==> src/rtl/iiitb_cg_pkg.sv <==
// Shared constants for the clock-gate enable controller: state encoding and
// default timing parameters.
package iiitb_cg_pkg;

  localparam int unsigned STATE_W = 2;

  typedef enum logic [STATE_W-1:0] {
    S_OFF  = 2'b00,
    S_WAKE = 2'b01,
    S_ON   = 2'b10,
    S_HOLD = 2'b11
  } cg_state_e;

  localparam int unsigned WAKE_CYCLES_DEF = 2;
  localparam int unsigned IDLE_CYCLES_DEF = 4;

endpackage

==> src/rtl/iiitb_sat_cnt.sv <==
// Saturating up-counter with synchronous clear; clear takes priority over increment.
module iiitb_sat_cnt #(
  parameter int unsigned CNT_W = 16
) (
  input  logic             clk_i,
  input  logic             rst_i,
  input  logic             clr_i,
  input  logic             inc_i,
  output logic [CNT_W-1:0] cnt_o
);

  logic [CNT_W-1:0] cnt_q, cnt_d;

  always_comb begin
    cnt_d = cnt_q;
    if (clr_i) begin
      cnt_d = '0;
    end else if (inc_i && (cnt_q != '1)) begin
      cnt_d = cnt_q + CNT_W'(1);
    end
  end

  always_ff @(posedge clk_i) begin
    if (rst_i) begin
      cnt_q <= '0;
    end else begin
      cnt_q <= cnt_d;
    end
  end

  assign cnt_o = cnt_q;

endmodule

==> src/rtl/iiitb_cg_ctrl.sv <==
// Enable controller for a latch-based ICG cell: wake-up interval, idle timeout
// and saturating power statistics. All outputs come straight from registers.
module iiitb_cg_ctrl
  import iiitb_cg_pkg::*;
#(
  parameter int unsigned NREQ        = 2,
  parameter int unsigned WAKE_CYCLES = WAKE_CYCLES_DEF,
  parameter int unsigned IDLE_CYCLES = IDLE_CYCLES_DEF,
  parameter int unsigned CNT_W       = 16
) (
  input  logic               clk,
  input  logic               rst,
  input  logic [NREQ-1:0]    req,
  input  logic               force_on,
  input  logic               clear_stats,
  output logic               gate_en,
  output logic               ready,
  output logic [STATE_W-1:0] state,
  output logic [CNT_W-1:0]   off_cycles,
  output logic [CNT_W-1:0]   wake_events
);

  localparam int unsigned WakeW = (WAKE_CYCLES > 1) ? $clog2(WAKE_CYCLES) : 1;
  localparam int unsigned IdleW = (IDLE_CYCLES > 1) ? $clog2(IDLE_CYCLES) : 1;
  localparam logic [WakeW-1:0] WakeLast = WakeW'(WAKE_CYCLES - 1);
  localparam logic [IdleW-1:0] IdleLast = IdleW'(IDLE_CYCLES - 1);

  cg_state_e        state_q;
  logic             gate_en_q;
  logic             ready_q;
  logic [WakeW-1:0] wake_cnt_q;
  logic [IdleW-1:0] idle_cnt_q;
  logic             act;

  assign act = (|req) | force_on;

  // gate_en/ready are updated alongside the state so they stay registered.
  always_ff @(posedge clk) begin
    if (rst) begin
      state_q    <= S_OFF;
      gate_en_q  <= 1'b0;
      ready_q    <= 1'b0;
      wake_cnt_q <= '0;
      idle_cnt_q <= '0;
    end else begin
      unique case (state_q)
        S_OFF: begin
          if (act) begin
            state_q    <= S_WAKE;
            gate_en_q  <= 1'b1;
            wake_cnt_q <= '0;
          end
        end
        S_WAKE: begin
          // Activity is ignored here: a started wake-up always completes.
          if (wake_cnt_q == WakeLast) begin
            state_q <= S_ON;
            ready_q <= 1'b1;
          end else begin
            wake_cnt_q <= wake_cnt_q + WakeW'(1);
          end
        end
        S_ON: begin
          if (!act) begin
            state_q    <= S_HOLD;
            idle_cnt_q <= '0;
          end
        end
        S_HOLD: begin
          if (act) begin
            state_q    <= S_ON;
            idle_cnt_q <= '0;
          end else if (idle_cnt_q == IdleLast) begin
            state_q   <= S_OFF;
            gate_en_q <= 1'b0;
            ready_q   <= 1'b0;
          end else begin
            idle_cnt_q <= idle_cnt_q + IdleW'(1);
          end
        end
        default: begin
          state_q   <= S_OFF;
          gate_en_q <= 1'b0;
          ready_q   <= 1'b0;
        end
      endcase
    end
  end

  logic in_off;
  assign in_off = (state_q == S_OFF);

  iiitb_sat_cnt #(
    .CNT_W (CNT_W)
  ) u_off_cnt (
    .clk_i (clk),
    .rst_i (rst),
    .clr_i (clear_stats),
    .inc_i (in_off),
    .cnt_o (off_cycles)
  );

  iiitb_sat_cnt #(
    .CNT_W (CNT_W)
  ) u_wake_cnt (
    .clk_i (clk),
    .rst_i (rst),
    .clr_i (clear_stats),
    .inc_i (in_off & act),
    .cnt_o (wake_events)
  );

  assign gate_en = gate_en_q;
  assign ready   = ready_q;
  assign state   = state_q;

endmodule

==> config.mk <==
export PLATFORM = sky130hd
export DESIGN_NAME = iiitb_cg_ctrl
export DESIGN_NICKNAME = d
export VERILOG_FILES = /design/src/rtl/iiitb_cg_pkg.sv /design/src/rtl/iiitb_sat_cnt.sv /design/src/rtl/iiitb_cg_ctrl.sv
export SDC_FILE = /design/constraint.sdc
export NUM_CORES = 1
export LEC_CHECK = 0
export ABC_AREA = 0
export BUFFER_PORTS_ARGS = -buffer_cell sky130_fd_sc_hd__buf_2
export CORE_MARGIN = 10
export CORE_UTILIZATION = 46
export DETAILED_ROUTE_END_ITERATION = 6
export HOLD_SLACK_MARGIN = 0.06
export PLACE_DENSITY = 0.69
export RECOVER_POWER = 50
export SLEW_MARGIN = 20
export SYNTH_ARGS = -nofsm -noshare
export SYNTH_HDL_FRONTEND = slang
export SYNTH_SLANG_ARGS = --single-unit
==> constraint.sdc <==
create_clock -name clk -period 5.5 [get_ports clk]
set_input_delay 1.1 -clock clk [delete_from_list [all_inputs] [get_ports clk]]
set_output_delay 1.1 -clock clk [all_outputs]
set_load 0.01 [all_outputs]
After elaboration in Yosys (flattened, before gate mapping)
Cells that the tools add are included.
{ "classes": {"n_addsub": 4, "n_eq_ne": 13, "n_mux": 19, "n_bitwise": 2, "n_reduce_logical": 14} }
{ "ops": {"columns": ["cell", "n"], "rows": [
  ["$add 16x1->16 const B", 2],
  ["$ne 16x16->1 const B", 2],
  ["$mux 2", 8],
  ["$reduce_and 4->1", 3],
  ["$ne 2x2->1 const B", 5],
  ["$pmux 2 s4", 1],
  ["$reduce_bool 2->1", 4],
  ["$eq 2x2->1 const B", 3],
  ["$mux 1", 6],
  ["$ne 3x3->1 const B", 2],
  ["$pmux 1 s2", 3],
  ["$pmux 2 s2", 1],
  ["$reduce_or 2->1", 2],
  ["$reduce_and 3->1", 1],
  ["$add 2x1->2 const B", 1],
  ["$eq 2x1->1 const B", 1],
  ["$logic_and 1x1->1", 2],
  ["$logic_not 2->1", 1],
  ["$reduce_and 2->1", 1],
  ["$add 1x1->1 const B", 1],
  ["$and 1x1->1", 1],
  ["$or 1x1->1", 1]
]} }
{ "totals": {"regBits": 39, "in_bits": 6, "out_inout_bits": 36, "word_cells": 59} }

Longest topological paths before layout
Gate-level depths: netlist of the first run.
{ "logic_depth": {"word_depth": 4, "mapped_depth": 6, "mapped_depth_nobuf": 5} }

Hierarchy
A second synthesis of the first run with hierarchy kept.
{ "unflattened": {"hier_cells": 245, "hier_area_um2": 2173.3} }
{ "by_module_without_submodules": {"columns": ["module", "n_inst", "cells_per_inst", "area_per_inst_um2", "seq_area_each_um2"], "rows": [
  ["iiitb_sat_cnt", 2, 102, 917.1, 320.3],
  ["iiitb_cg_ctrl", 1, 41, 339.1, 140.1]
]} }

Least setup slack after synthesis of the first run
OpenSTA, ideal clock, no wires.
{ "synth_path": {"path_kind": "input -> register", "from": "input port req[1]", "to": "register u_wake_cnt.cnt_q[10], in the netlist u_wake_cnt.cnt_o[10]", "setup_ns": 0.070, "arrival_time_ns": 2.511, "required_ns": 5.430, "path_slack_ns": 2.918, "stages": 6, "n_path_buf": 2, "path_cell_list": "nor3_1 clkbuf_1 or4_1 buf_2 or4_1 a21oi_1"} }
{ "synth_via": {"elab_chain_len": 4} }
{ "synth_lines": {"columns": ["element", "line_no", "text"], "rows": [
  ["from (decl)", "iiitb_cg_ctrl.sv:13", "input logic [NREQ-1:0] req,"],
  ["$reduce_or 2->1", "iiitb_cg_ctrl.sv:35", "assign act = (|req) | force_on;"],
  ["$or 1x1->1", "iiitb_cg_ctrl.sv:35", null],
  ["$and 1x1->1", "iiitb_cg_ctrl.sv:109", ".inc_i (in_off & act),"],
  ["$logic_and 1x1->1", "iiitb_sat_cnt.sv:18", "end else if (inc_i && (cnt_q != '1)) begin"],
  ["to (signal assigned)", "iiitb_sat_cnt.sv:27", "cnt_q <= cnt_d;"],
  ["to (decl)", "iiitb_sat_cnt.sv:12", "logic [CNT_W-1:0] cnt_q, cnt_d;"]
]} }
Every way passes these cells.
A chain may end at the register's enable or synchronous reset.

Final worst setup path of the first run
{ "layout_path": {"from": "input port rst", "to": "register u_wake_cnt.cnt_q[7], in the netlist u_wake_cnt.cnt_o[7]"} }
{ "layout_via": {"elab_chain_len": 1} }
{ "layout_lines": {"columns": ["element", "line_no", "text"], "rows": [
  ["from (decl)", "iiitb_cg_ctrl.sv:12", "input logic rst,"],
  ["$reduce_or 2->1 (no line)", null, null]
]} }
Every way passes these cells.

==> summary.txt, run 1 <==
STA
  – Final setup fails: 0
  – Tcrit/Tclk final: slightly above 50%
  – Setup TNS: 0 ps
  – Slew Limit Fails: 26
  – Final worst clock skew: 4.36 ps
  – Worst Max-Slew Pin Slew: 1510 ps
  – Max Freq: about 350 MHz
  – Post-layout min period: 2840 ps
  – Setup slack after layout: 2660 ps
  – RSZ-0062 raised after global routing: false
  – Worst slew margin: -0.369%
  – Hold Fails Final Rpt: 0

Clock tree
  – CTS sink count: 39
  – CTS resizes: 0
  – CTS tree: yes
  – CTS H-tree depth: 2
  – Clock transition at path regs: 70 ps
  – Worst skew pair latency: between 200 and 300 ps
  – Clk buf depth: 2
  – Root buffer cell: clkbuf_8
  – Total CTS buffers: 5
  – CTS Hold Bufs: 0
  – Post-CTS setup buffers: 0

Detailed routing
  – First-pass iteration count of the detailed router: 4
  – DR DRC count: 0
  – Via count: between 1500 and 2000
  – Via density: around 5.9
  – Initial DRC Count: 130
  – WL final: 4.94 mm
  – WL/cell: between 10 and 15 um
  – Post-DRT Antenna Nets: 0

Yosys
  – Post-Syn Area per Cell: about 8 um^2
  – Synth cell types: 37
  – Flops & latches, synth: 39
  – Post-Synthesis Cells: 243
  – Sequential area share after synthesis: 39.7%
  – Synth Flop Type: dfxtp_1
  – Mapped Area: 1970 um^2
  – Post-Syn Nets: 252
  – Asr flop ratio synth: 0%
  – Yosys warnings: 0
  – Post-synth EDFFs: 0

Pwr
  – Internal power: roughly 0.41 mW
  – PD cells: ~240 nW/um^2
  – Part of the power in the clock network: between 30% and 40%
  – Leak: between 0.6 and 0.7 nW
  – Seq pwr share: 54.2%
  – Psw: between 0.1 and 0.15 mW
  – Gate power share: 6.6%
  – VDD IR max: 0.000170 V
  – Total power of the final layout: 0.543 mW
  – Switching Share: 24.0%

Global route
  – GR Overflow Total: 0
  – Largest net degree at the start of global routing: 26
  – Initial antenna violation count: 0
  – Gr usage total: 13.7%
  – Number of global-route vias before repair: around 1900
  – Global-route wire length before repair: around 8.5 mm

Cells and area
  – Synthesis-to-finish area growth: 14.2%
  – ANT cells: 0
  – Post-route cell area: 2250 um^2
  – Layout cells sized above 1: 6.07%
  – Final core occ: 55.4%
  – Nets: 288

Die
  – FP Rows: 23
  – Die Span X: ~85 um
  – Die area: 7290 um^2
  – I/O pin total: 42
  – Initial Utilization: 48.5%
  – CORE AREA: ~4100 um^2
  – Die Span Y: 85.4 um

Setup path
  – CP peak stage delay: 1180 ps
  – Top delay family on crit path: simple AND/OR/NAND/NOR gates
  – Max FO, Critical Path: 25
  – Bufs and invs on worst path: 1
  – CP cell instances: clkbuf_1 -> or2_0 -> a311oi_1 -> a41o_1
  – Worst EP required: 5690 ps
  – Worst setup path class: primary input to register
  – Max stage delay cell, worst path: or2_0
  – WP data arrival: a little over 3000 ps
  – Critical Path End Type: register
  – CP Launch Type: primary input

Worst hold path
  – Worst hold path type: register to register

Place
  – Buffers on Ports: between 40 and 50
  – Placed standard-cell area: approximately 2200 um^2
  – Detailed Place HPWL: 3.62 mm
  – Gpl congestion: a little over 0.8
  – Pre-CTS WS: 2700 ps

Outcome
  – Status: finished, violations left
  – Failing checks: max-capacitance violations, max-slew violations

Job
  – Max Cap Viol: 1
worst register-to-register path: stages, from the launching register on:
cell and delay (ps):
dfxtp_1 420, or2_0 530, or4_1 770, or4_1 510
a21oi_1 150
power by group through the flow:
stage / Clock (mW) / Combinational (mW) / Sequential [mW]
final: 0.213 / 0.0356 / 0.295
after global routing: 0.231 / 0.0406 / 0.296
after CTS: 0.217 / 0.0370 / 0.294
after detailed placement: 0 / 0.0369 / 0.301
after global placement: 0 / 0.0362 / 0.301
after floorplan: 0 / 0.0265 / 0.299
metal layers:
metal / wire length [um] / vias to the layer above / global-route usage [%] / share of wire, %
li1: - / 1013 / - / -
met1: 2310 / 905 / 16.0 / 47
met2: 2280 / 39 / 22.4 / 46
met3: 275 / 6 / 5.16 / 5.6
met4: 65 / 0 / 4.19 / 1.3
met5: 0 / - / 0 / 0
logic make-up after synthesis:
| logic type | Yosys count | synth area share (%) |
|---|---|---|
| buf+inv | 19 | 3.81 |
| compound gates | 65 | 20.9 |
| flops | 39 | 39.7 |
| simple gates | 112 | 31.2 |
| mux | 5 | 2.54 |
| fa+ha+maj | 3 | 1.91 |
flip-flops by register name, summed over array words and instances, names as in the netlist:
name and cells:
u_off_cnt.cnt_o 16, u_wake_cnt.cnt_o 16, idle_cnt_q 2, state 2, gate_en 1, ready 1, wake_cnt_q 1
cell type report:
class,count,area [um^2]
Timing Repair Buffer,42,170
Fill cell,410,1810
Clock buffer,8,100
Sequential cell,39,781
Multi-Input combinational cell,185,1110
Tap cell,50,62.6
Inverter,6,22.5
stage by stage:
step | cells | hold WS (ps)
after floorplan | 243 | 467
after global placement | 322 | 471
after detailed placement | 322 | 474
after CTS | 330 | 488
after global routing | 330 | 518
final | 330 | 488
cells in the final DEF (no fill, tap or decap):
| cell | instances |
|---|---|
| a2111o_1 | 1 |
| or3_1 | 16 |
| a31oi_1 | 2 |
| nand3b_1 | 1 |
| or4_1 | 11 |
| a211oi_1 | 2 |
| buf_2 | 7 |
| a32oi_1 | 2 |
| o31ai_1 | 7 |
| buf_4 | 1 |
| nor4b_1 | 1 |
| nor2_1 | 11 |
| nor3b_1 | 1 |
| nand4_1 | 10 |
| o211ai_1 | 1 |
| or2_2 | 2 |
| o31a_1 | 1 |
| ha_1 | 3 |
| dfxtp_1 | 39 |
| clkbuf_8 | 7 |
| a41o_1 | 1 |
| and4_1 | 2 |
| a21oi_1 | 22 |
| and3_1 | 1 |
| nand2b_1 | 1 |
| a311oi_1 | 2 |
| nand2_1 | 25 |
| mux2i_1 | 5 |
| nand3_1 | 11 |
| o41ai_1 | 4 |
| nor4_1 | 10 |
| inv_1 | 6 |
| clkbuf_1 | 35 |
| o21ai_0 | 16 |
| nor3_1 | 6 |
| o21a_1 | 1 |
| or2_0 | 3 |
| o311ai_0 | 3 |
Yosys cell counts (all sizes together) (2+ instances only):
cell type | number | share of area (%)
dfxtp | 39 | 40
or2 | 5 | 1.6
nand3 | 11 | 2.8
nand2 | 25 | 4.8
o31ai | 7 | 2.7
or3 | 16 | 5.1
mux2i | 5 | 2.5
buf | 4 | 0.95
inv | 6 | 1.1
or4 | 11 | 4.2
nor2 | 11 | 2.1
o311ai | 3 | 1.3
a211oi | 2 | 0.76
nor4 | 10 | 3.2
nand4 | 10 | 3.2
and4 | 2 | 0.89
clkbuf | 9 | 1.7
ha | 3 | 1.9
a311oi | 2 | 0.89
nor3 | 6 | 1.5
o21ai | 16 | 4.1
a31oi | 2 | 0.64
a32oi | 2 | 0.89
a21oi | 22 | 5.6
o41ai | 4 | 1.8
final timing paths:
kind | start | to | slack, ps | cells past startpoint
setup / recovery | rst | u_wake_cnt.cnt_o[7] | 2660 | 4
hold / removal | ready | ready | 490 | 2
setup reg to reg | state[1] | u_wake_cnt.cnt_o[14] | 3040 | 4
hold reg to reg | ready | ready | 490 | 2
No activity file was read; power rests on OpenSTA's default activity.
==> run 2, diff against run 1 <==
ABC_AREA = 1   (was 0)
PLACE_DENSITY = 0.7   (was 0.69)
clock period = 2.4 ns   (was 5.5 ns; I/O delays follow)
==> summary.txt, run 2 <==
Outcome
  – Status: finished, final reports clean

Clock tree
  – Clock transition at path regs: roughly 70 ps
  – CTS Hold Bufs: 0
  – Post-CTS setup buffers: 0
  – Root buffer cell: clkbuf_8
  – Clk buf depth: 2
  – Worst skew pair latency: 290 ps
  – CTS tree: yes
  – Total CTS buffers: 5
  – CTS resizes: 0
  – CTS H-tree depth: 2
  – CTS sink count: 39

Yosys
  – Post-Syn Nets: ~380
  – Sequential area share after synthesis: about a third
  – Top cells by count, synth: nand2_1, nor2_1, dfxtp_1
  – Yosys warnings: 0
  – Area fraction of the dominant cell type after synthesis: 33.1%
  – Top cells by area, synth: dfxtp_1, nand2_1, nor2_1
  – Post-synth top area cell: dfxtp_1
  – Flops & latches, synth: 39
  – Post-Synthesis Cells: 372
  – Asr flop ratio synth: 0%
  – Post-synth EDFFs: 0
  – Most frequent cell after synthesis: nand2_1
  – Synth Flop Type: dfxtp_1
  – Post-Syn Area per Cell: 6.34 um^2
  – Mapped Area: 2360 um^2
  – Synth cell types: 29

Setup path
  – Worst setup path class: register to register
  – Most Frequent Cell on Critical Path: nand2_1
  – WP data arrival: 2110 ps
  – CP peak stage delay: 380 ps
  – Max stage delay cell, worst path: dfxtp_1
  – Top delay family on crit path: simple AND/OR/NAND/NOR gates
  – Worst EP required: 2620 ps
  – CP cell instances: inv_2 -> nand2_1 -> inv_2 -> nand2_1 -> nor2_2 -> nand2_1 -> a21oi_1
  – Bufs and invs on worst path: 2
  – Critical Path End Type: register
  – CP Launch Type: register
  – Max FO, Critical Path: 13

Cells and area
  – Post-route cell area: 2640 um^2
  – Nets: 425
  – Layout cells sized above 1: 11.0%
  – Final core occ: 52.3%
  – Most common cell after layout, fill and taps aside: nand2_1
  – Commonest cells after routing, fill and taps aside: nand2_1, nor2_1, dfxtp_1, clkbuf_1, inv_1
  – ANT cells: 0
  – Filler cell count: around 550
  – Synthesis-to-finish area growth: 11.8%

Global route
  – GR Overflow Total: 0
  – Gr usage total: 14.0%
  – Initial antenna violation count: 0
  – Largest net degree at the start of global routing: 27
  – Global-route wire length before repair: 10.0 mm
  – Number of global-route vias before repair: about 2200

Detailed routing
  – Initial DRC Count: 73
  – WL/cell: 11.8 um
  – WL final: 5.73 mm
  – Via count: 2394
  – First-pass iteration count of the detailed router: 4
  – Via density: a little under 5
  – Post-DRT Antenna Nets: 0
  – DR DRC count: 0

STA
  – Final worst clock skew: 6.17 ps
  – Final setup fails: 0
  – Tcrit/Tclk final: 78.8%
  – Setup slack after layout: ~500 ps
  – Slew Limit Fails: 0
  – RSZ-0062 raised after global routing: false
  – Worst slew margin: 59.9%
  – Max Freq: 529 MHz
  – Setup TNS: 0 ps
  – Post-layout min period: about 1900 ps
  – Worst Max-Slew Pin Slew: 601 ps
  – Hold Fails Final Rpt: 0

Pwr
  – PD cells: 507 nW/um^2
  – Leak: 1.03 nW
  – VDD IR max: between 0.0003 and 0.0004 V

Die
  – Die area: approximately 8400 um^2
  – CORE AREA: 5040 um^2
  – Initial Utilization: 46.8%
  – FP Rows: 26
  – I/O pin total: 42
  – Die Span Y: 91.6 um
  – Die Span X: 91.6 um

Place
  – Buffers on Ports: 41
  – Detailed Place HPWL: approximately 4.4 mm
  – Placed standard-cell area: between 2000 and 3000 um^2
  – Gpl congestion: 0.891
  – Pre-CTS WS: 773 ps

Job
  – Max Cap Viol: 0

Worst hold path
  – Worst hold path type: primary input to register
==> run 2: cell types whose count changed after synthesis, sizes merged, moves of 11 or more <==
cell	delta
inv	+32
nand2	+83
nand3	+22
nor2	+81
o21ai	-11
or3	-16
or4	-11
==> run 2: path summary, 6_finish.rpt <==
check / from / end / slack (ps) / cells past startpoint
hold reg to reg: ready / ready / 460 / 2
hold / removal: rst / ready / 430 / 2
setup reg to reg: state[1] / u_wake_cnt.cnt_o[10] / 510 / 7
setup / recovery: state[1] / u_wake_cnt.cnt_o[10] / 510 / 7
==> run 2: final cells by class <==
| cell class | instances | area [um^2] | area share, % |
|---|---|---|---|
| Sequential cell | 39 | 781 | 29.6 |
| Multi-Input combinational cell | 290 | 1370 | 52.1 |
| Clock buffer | 7 | 76.3 | 2.89 |
| Inverter | 38 | 143 | 5.41 |
| Tap cell | 70 | 87.6 | 3.32 |
| Timing Repair Buffer | 42 | 173 | 6.54 |
| Clock inverter | 1 | 5.00 | 0.190 |
==> run 2: logic make-up after synthesis <==
| kind of cell | after synthesis | share of synthesized area, % |
|---|---|---|
| compound gates | 33 | 7.74 |
| fa+ha+maj | 3 | 1.59 |
| flops | 39 | 33.1 |
| xor+xnor | 3 | 1.11 |
| buf+inv | 43 | 8.27 |
| simple gates | 251 | 48.2 |
==> run 2: power by group <==
part	switching [mW]	internal [mW]	total [mW]
logic	0.149	0.0636	0.213
clock network	0.221	0.204	0.425
registers	0.0254	0.673	0.698
total	0.396	0.940	1.34
==> run 2: metal layers <==
layer  vias to the layer above  GRT usage, %  share of wire [%]
li1                       1278             -                  -
met2                        38          24.9                 49
met4                         0          4.44                1.1
met1                      1070          15.7                 46
met3                         8          3.91                3.9
met5                         -             0                  0
==> run 2: per-stage QoR <==
stage / power, mW / hold WS, ps / instances
final: 1.34 / 434 / 487
after global routing: 1.42 / 441 / 487
after CTS: 1.37 / 429 / 487
after detailed placement: 0.939 / 453 / 479
after global placement: 0.935 / 448 / 479
after floorplan: 0.880 / 451 / 372
==> run 3, diff against run 2 <==
ABC_AREA = 0   (was 1)
PLACE_DENSITY = 0.69   (was 0.7)
clock period = 1.75 ns   (was 2.4 ns; I/O delays follow)
==> summary.txt, run 3 (synthesized netlist as in run 1, its figures left out) <==
Outcome
  – Status: finished, violations left
  – Failing checks: negative setup slack

STA
  – Max Freq: 555 MHz
  – Final setup fails: 9
  – Hold Fails Final Rpt: 0
  – Worst Max-Slew Pin Slew: 485 ps
  – Worst Hold Slack: 417 ps
  – Slew Limit Fails: 0
  – RSZ-0062 raised after global routing: true
  – Post-layout min period: 1800 ps
  – Final worst clock skew: 5.42 ps
  – Setup slack after layout: -53.4 ps
  – Tcrit/Tclk final: 103%
  – Worst slew margin: 67.7%

Setup path
  – CP peak stage delay: between 400 and 500 ps
  – Worst setup path class: register to register
  – Max stage delay cell, worst path: or4_1
  – Worst R2R End: u_wake_cnt.cnt_o[15]
  – R2R Setup Slk: -50 ps
  – Cells on worst reg2reg path: 5
  – CP cell instances: or2_4 -> buf_6 -> or4_4 -> or4_1 -> a21oi_1
  – CP Launch Type: register
  – Max FO, Critical Path: 5
  – Worst r2r src: state[1]
  – Critical Path End Type: register
  – WP data arrival: 2030 ps
  – Worst EP required: 1980 ps

Pwr
  – VDD IR max: 0.000476 V
  – Leak: between 1 and 1.5 nW
  – Total power of the final layout: ~1.8 mW
  – PD cells: 634 nW/um^2

Clock tree
  – Worst skew pair latency: roughly 300 ps
  – Clk buf depth: 2
  – CTS H-tree depth: 2
  – CTS tree: yes
  – Total CTS buffers: 5
  – CTS Hold Bufs: 0
  – Clock transition at path regs: 80 ps
  – CTS sink count: 39
  – Root buffer cell: clkbuf_8

Cells and area
  – Filler cell count: 335
  – Commonest cells after routing, fill and taps aside: buf_4, buf_2, dfxtp_1, nand2_1, a21oi_1
  – Layout cells sized above 1: roughly 36%
  – Synthesis-to-finish area growth: 42.1%
  – Nets: 332
  – Most common cell after layout, fill and taps aside: buf_4
  – Multi-input gate area: 1270 um^2
  – Register Area: 792 um^2
  – ANT cells: 0
  – Final core occ: a little under 70%

Detailed routing
  – Via count: 2216
  – WL final: 5.87 mm
  – Initial DRC Count: 190
  – First-pass iteration count of the detailed router: 4
  – Via density: 5.93
  – WL/cell: between 15 and 20 um
  – Post-DRT Antenna Nets: 0
  – DR DRC count: 0

Die
  – Initial Utilization: between 40% and 50%
  – CORE AREA: 4060 um^2
  – Die area: between 7000 and 8000 um^2
  – FP Rows: 23
  – I/O pin total: 42
  – Die Span Y: ~85 um
  – Die Span X: 85.4 um

Global route
  – Number of global-route vias before repair: between 2000 and 2500
  – Initial antenna violation count: 0
  – Largest net degree at the start of global routing: 21
  – GR Overflow Total: 0
  – Gr usage total: 15.6%
  – Global-route wire length before repair: 9.52 mm

Worst hold path
  – Worst hold path type: primary input to register
  – Worst Hold Endpoint: state[1]
  – Hold path cells: 3
  – HP Start: rst

Place
  – Buffers on Ports: 41
  – Gpl congestion: ~0.82
  – Pre-CTS WS: -309 ps
  – Detailed Place HPWL: 4.12 mm

Job
  – Max Cap Viol: 0
[run 3: repair_timing]
item                       in CTS  in global routing
pin swaps                       5                  8
cloned                          0                  0
setup endpoints to repair      12                 20
gates resized for setup        18                 18
setup buffers                   4                  1
[run 3: how the worst max path moves through the flow]
stage              from                    to  slack [ps]  cells after the start
3_5_place_dp     req[1]  u_wake_cnt.cnt_o[14]        -310                      6
6_report       state[1]  u_wake_cnt.cnt_o[15]         -50                      5
4_1_cts        state[1]  u_wake_cnt.cnt_o[15]         -80                      5
5_1_grt        state[1]   u_wake_cnt.cnt_o[9]        -100                      6
2_1_floorplan  state[1]  u_wake_cnt.cnt_o[10]        -210                      6
3_3_place_gp     req[1]  u_wake_cnt.cnt_o[14]        -210                      6
[run 3: area by class of cell]
class,count,area share (%)
inverter,6,0.805
clock buffer,8,3.58
multi-input combinational,185,45.6
tap,50,2.24
sequential,39,28.3
timing repair buffer,86,19.5
[run 3: metal layers]
layer | wire length [um] | track usage (%) | vias up
li1 | - | - | 1105
met1 | 2610 | 18.6 | 1048
met2 | 2830 | 25.5 | 56
met3 | 372 | 4.88 | 7
met4 | 59 | 5.99 | 0
met5 | 0 | 0 | -
[run 3: through the flow]
stage          cells  area [um^2]  setup TNS [ps]
2_1_floorplan    243         2000            -708
5_1_grt          374         2800           -1220
3_5_place_dp     361         2510           -1740
3_3_place_gp     361         2510           -1160
6_report         374         2800            -261
4_1_cts          373         2710            -226
[run 3: power by group]
group	total, mW	switching [mW]	internal [mW]
clock	0.673	0.314	0.360
combinational	0.189	0.109	0.0802
sequential	0.912	0.00869	0.903
total	1.77	0.431	1.34
[run 3: worst max-delay path, delay by kind of cell (launching register included)]
family                 cells  cell delay (ps)
AOI/OAI and AO/OA          1              120
buffers and inverters      1              130
DFF                        1              320
and+or+nand+nor            3             1170
